File: config.mk
export PLATFORM = sky130hd
export DESIGN_NAME = mux_2
export DESIGN_NICKNAME = d
export VERILOG_FILES = /design/src/rtl/mux_2.sv
export SDC_FILE = /design/constraint.sdc
export NUM_CORES = 1
export LEC_CHECK = 0
export CAP_MARGIN = 20
export CORE_MARGIN = 2
export CORE_UTILIZATION = 32
export DETAILED_ROUTE_END_ITERATION = 12
export GPL_TIMING_DRIVEN = 1
export PLACE_DENSITY = 0.83
export RECOVER_POWER = 50
export SETUP_SLACK_MARGIN = 0.15
export SYNTH_ARGS = -nofsm -noshare
export SYNTH_HDL_FRONTEND = slang
export SYNTH_SLANG_ARGS = --single-unit
File: constraint.sdc
create_clock -name clk -period 1.1 [get_ports clk]
set_input_delay 0.22 -clock clk [delete_from_list [all_inputs] [get_ports clk]]
set_output_delay 0.22 -clock clk [all_outputs]
set_load 0.02 [all_outputs]
File: src/rtl/mux_2.sv
// 4-to-1 lane mux with a combinational output and an enabled, asynchronously cleared register copy.
// Optional even-parity register on the captured lane: define MUX_2_PARITY_EN.
module mux_2 #(
    parameter int WIDTH = 8
) (
    input  logic             clk,
    input  logic             clr,
    input  logic [WIDTH-1:0] in0,
    input  logic [WIDTH-1:0] in1,
    input  logic [WIDTH-1:0] in2,
    input  logic [WIDTH-1:0] in3,
    input  logic [1:0]       sel,
    input  logic             en,
    output logic [WIDTH-1:0] out,
    output logic [WIDTH-1:0] out_q,
    output logic [1:0]       sel_q
`ifdef MUX_2_PARITY_EN
    ,
    output logic             par_q
`endif
);

    logic [WIDTH-1:0] w_out;
    logic [WIDTH-1:0] r_out_q;
    logic [1:0]       r_sel_q;

    // An unknown select matches no arm, so load data falls to zero instead of X.
    always_comb begin
        w_out = '0;
        case (sel)
            2'b00:   w_out = in0;
            2'b01:   w_out = in1;
            2'b10:   w_out = in2;
            2'b11:   w_out = in3;
            default: w_out = '0;
        endcase
    end

    assign out = w_out;

    always_ff @(posedge clk or posedge clr) begin
        if (clr) begin
            r_out_q <= '0;
            r_sel_q <= 2'b00;
        end else if (en) begin
            r_out_q <= w_out;
            r_sel_q <= sel;
        end
    end

    assign out_q = r_out_q;
    assign sel_q = r_sel_q;

`ifdef MUX_2_PARITY_EN
    logic r_par_q;

    always_ff @(posedge clk or posedge clr) begin
        if (clr) begin
            r_par_q <= 1'b0;
        end else if (en) begin
            r_par_q <= ^w_out;
        end
    end

    assign par_q = r_par_q;
`endif

endmodule

==> results.py, run 1 <==
metrics = {
    "run_status": {
        "lastStage": "global routing (5_1_grt)",
        "error_message": "[ERROR GRT-0232] Routing congestion too high. Check the congestion heatmap in the GUI.",
        "outcome": "did not finish",
    },
    "synth": {
        "synth_warnings": 0,
        "syn-num-nets": 98,
        "synth_area_leader_cell": "dfrtp_1",
        "syn_area_um2": 697,
        "yosysSeqAreaShare": 0.359,
        "synth_cells": 61,
        "ys_seq_elements": 10,
        "synth_cell_types": 11,
        "synth_area_leaders": "dfrtp_1 36%, mux2i_1 34%, o221ai_1 10%",
        "synth_top_area_frac": 0.359,
        "syn_avg_cell_area_um2": 11.4,
    },
    "placed_design": {
        "place_area_um2": 1490,
        "place.gp.congestion": 0.709,
        "numPortBuffers": 54,
        "dp_hpwl_mm": 1.80,
    },
    "global_route": {
        "grt_use_total": 0.670,
        "grt_max_degree": 11,
        "grt_overflow": 9,
        "antenna_found_initial": 3,
    },
    "die": {
        "num_io_pins": 55,
        "die_x_um": 50.7,
        "initial_utilization": 0.348,
        "fp-row-count": 16,
        "dieHeight_um": 50.7,
    },
    "clock_network": {
        "cts_root_buffer": "clkbuf_4",
        "cts_buffers": 3,
        "postCtsHoldBufs": 0,
        "cts_num_sinks": 10,
        "cts_buffer_depth": 2,
        "cts_max_level": 1,
    },
    "timing": {
        "endpoint_type": "output port",
        "postGrtWorstEndpoint": "out[1]",
    },
}
[cells in the mapped netlist]
cell	count
dfrtp_1	10
nand2b_1	9
buf_6	2
o221ai_1	8
mux2i_1	24
o21ai_0	1
buf_12	1
nand2_1	1
inv_1	2
mux2_2	1
buf_2	2
[logic make-up after synthesis]
family,after synthesis,synth area share
compound gates,9,0.108
flops,10,0.359
buf+inv,7,0.0862
simple gates,10,0.0862
mux,25,0.361
[metal layers]
layer  GRT overflow  global-route usage
met5              0              0.0238
met4              5               0.734
met3              0               0.580
met2              4               0.781
met1              0               0.656
[stage by stage]
stage	hold WS (ps)	setup WS (ps)	instances	utilization
2_1_floorplan	60.2	-34.7	61	-
3_3_place_gp	478	-987	161	0.743
3_5_place_dp	499	-1010	161	0.743
4_1_cts	229	-120	181	0.904
[repair_timing]
item,4_1_cts
gates cloned,3
setup buffers,14
endpoints found under the setup margin,28
gates resized for setup,175
hold endpoints to repair,0
==> inputs of run 2 (changes only) <==
CORE_AREA = 2 2 63 65   (was not set)
CORE_MARGIN = not set   (was 2)
CORE_UTILIZATION = not set   (was 32)
DIE_AREA = 0 0 65 67   (was not set)
PLACE_DENSITY = not set   (was 0.83)
PLACE_DENSITY_LB_ADDON = 0.15   (was not set)
SETUP_SLACK_MARGIN = not set   (was 0.15)
==> run 2 against run 1 <==
Net effect:
- the flow now finishes, with violations (setup timing)
- synthesized area did not move
- synthesized cell count did not move
==> results.py, run 2 <==
metrics = {
    "clock_network": {
        "cts_buffer_depth": 2,
        "worstSkewPairLatency_ps": 230,
        "cts_root_buffer": "clkbuf_8",
        "clk_pin_slew_ps": 50,
        "cts_max_level": 1,
        "cts_buffers": 3,
        "cts_tree": "done",
        "cts_num_sinks": 10,
    },
    "worst_setup_path": {
        "slowest_delay_ps": 190,
        "cpMostUsedCell": "buf_12",
        "arrival_ps": 990,
        "worstPathMaxFanout": 6,
        "slowest_stage": "mux2i_4",
        "r2r_slack_ps": 240,
        "endpoint_kind": "primary output",
        "r2r-start": "sel_q[0]",
        "rr_worst_depth": 2,
        "path_cells": "buf_12 > buf_12 > mux2i_4 > mux2i_2 > buf_4",
        "reg2reg_to": "sel_q[0]",
        "critPathKind": "in -> out",
        "required_ps": 880,
        "cp-start-kind": "input port",
    },
    "route": {
        "firstDrtPassIters": 3,
        "ant_nets": 0,
        "vias": 834,
        "drt_iter0_markers": 7,
        "totalWireLength_mm": 2.53,
        "drc": 0,
        "wl_per_cell_um": 12.6,
        "via_per_inst": 4.15,
    },
    "synth": {
        "synth_cell_types": 11,
        "async_flop_share": 1.00,
        "syn_avg_cell_area_um2": 11.4,
        "synth_top_family_by_area": "multiplexers",
        "synth.most_common_cell": "mux2i_1",
        "synth-adder-area-share": 0,
        "synth_flop_cell": "dfrtp_1",
        "synth_top_area_frac": 0.359,
        "synth-edff-count": 0,
        "synth_warnings": 0,
        "yosys.area_share.simple": 0.0862,
        "synthTopCellsByCount": "24 x mux2i_1, 10 x dfrtp_1, 9 x nand2b_1",
        "syn-num-nets": 98,
        "synth_area_leader_cell": "dfrtp_1",
        "syn_area_um2": 697,
        "synth_cells": 61,
        "synth-xor-area-share": 0,
        "yosysSeqAreaShare": 0.359,
        "synth_area_leaders": "dfrtp_1 36%, mux2i_1 34%, o221ai_1 10%",
        "ys_seq_elements": 10,
        "synth.area.mux_share": 0.361,
        "synth_compound_area_frac": 0.108,
    },
    "placed_design": {
        "place.gp.congestion": 0.656,
        "numPortBuffers": 54,
        "dp_hpwl_mm": 1.87,
        "place_ws_ps": -1020,
        "dp_cells": 186,
    },
    "layout": {
        "seq_area_um2": 250,
        "final_cell_mix": "40 x buf_4, 33 x dlygate4sd2_1, 16 x mux2i_4, 10 x dfrtp_1",
        "multi_input_area_um2": 617,
        "instances_no_fill": 201,
        "drive_gt1_frac": 0.575,
        "area_delta_synth_final_pct": 159,
        "nets": 191,
        "fillers": 365,
        "n_antenna_cell": 0,
        "final_common_cell": "buf_4",
        "largest_reg_flops": 8,
    },
    "timing": {
        "maxSlewViolCount": 0,
        "fin_crit_ps": 1210,
        "finalCritPeriodShare": 1.10,
        "tightest_slew_ps": 401,
        "fmax_mhz": 827,
        "max_slew_margin": 0.733,
        "grt_setup_unrepaired": "true",
        "fin_ws_ps": -110,
        "skew_ps": 0,
        "setup_viol_count_final": 8,
        "finalHoldViolCount": 0,
    },
    "die": {
        "num_io_pins": 55,
        "die_area_um2": 4360,
        "die_x_um": 65,
        "core_area_um2": 3610,
        "initial_utilization": 0.193,
        "dieHeight_um": 67,
        "fp-row-count": 22,
    },
    "power": {
        "power_density_nw_per_um2": 925,
        "p_leak_nw": 0.809,
        "ir_drop_uv": 524,
    },
    "global_route": {
        "grt_pass1_vias": 865,
        "antenna_found_initial": 0,
        "grt_overflow": 0,
        "grt_use_total": 0.122,
        "grt_max_degree": 11,
        "grt_pass1_wl_mm": 4.10,
    },
    "run_status": {
        "failed_checks": "setup timing",
        "outcome": "finished with violations",
    },
    "job": {
        "drv_cap": 0,
    },
    "worst_hold_path": {
        "holdCritPathClass": "in -> async",
    },
}
[run 2: cell counts after synthesis]
No cell type changed its count.
[run 2: repair_timing]
| item | CTS | global route |
|---|---|---|
| setup endpoints to repair | 27 | 15 |
| gates cloned | 2 | 0 |
| gates resized for setup | 148 | 9 |
| setup buffers | 9 | 0 |
| hold buffers | 0 | 0 |
[run 2: power by group]
part / internal [mW] / switching (mW) / total (mW) / leakage [nW]
clock: 0.314 / 0.137 / 0.451 / 0.0288
combinational: 0.450 / 0.333 / 0.784 / 0.658
sequential: 0.413 / 0.0228 / 0.436 / 0.122
total: 1.18 / 0.493 / 1.67 / 0.809
[run 2: routing by layer]
layer	vias up	share of wire	global-route usage	wire length, µm
met5	-	0	0	0
met4	0	0	0.0160	0
met3	0	0.063	0.0253	158
met2	29	0.52	0.223	1320
met1	393	0.42	0.150	1050
li1	412	-	-	-
[run 2: worst max-delay path, delay by kind of cell]
kind	cells	cell delay, ps
buf+inv	3	430
mux	2	340
[run 2: logic make-up after synthesis]
group	count (synthesis)
AND/OR/NAND/NOR	10
buffers and inverters	7
AO/OA/AOI/OAI	9
multiplexers	25
flip-flops	10
[run 2: layout make-up]
type | count | share of cell area
Sequential cell | 10 | 0.139
Timing Repair Buffer | 93 | 0.452
Clock buffer | 4 | 0.0305
Tap cell | 48 | 0.0333
Multi-Input combinational cell | 44 | 0.342
Inverter | 2 | 0.00416
[run 2: how the worst max path moves through the flow]
stage          startpoint  endpoint  slack, ps  cells past startpoint
2_1_floorplan      sel[0]    out[1]        -30                      4
3_3_place_gp       sel[0]    out[5]       -990                      5
3_5_place_dp       sel[0]    out[5]      -1020                      5
4_1_cts            sel[0]    out[3]       -130                      5
5_1_grt            sel[0]    out[3]       -150                      5
6_report           sel[0]    out[2]       -110                      5
[run 2: per-stage QoR]
stage | setup TNS [ps] | cell area, µm² | hold WS, ps | utilization | total power [mW]
after detailed placement | -13360 | 1540 | 493 | 0.428 | 1.16
after floorplan | -245 | 769 | 60.2 | - | 0.743
final | -730 | 1810 | 409 | 0.501 | 1.67
after CTS | -780 | 1830 | 285 | 0.509 | 1.71
after global routing | -983 | 1810 | 419 | 0.501 | 1.76
after global placement | -12780 | 1540 | 484 | 0.428 | 1.15
Note: power is estimated with default switching activity, not from simulation.
==> inputs of run 3 (changes only) <==
CTS_CLUSTER_SIZE = 8   (was not set)
==> results of run 3 <==
Final layout, timing and power as in run 2 (identical DEF).
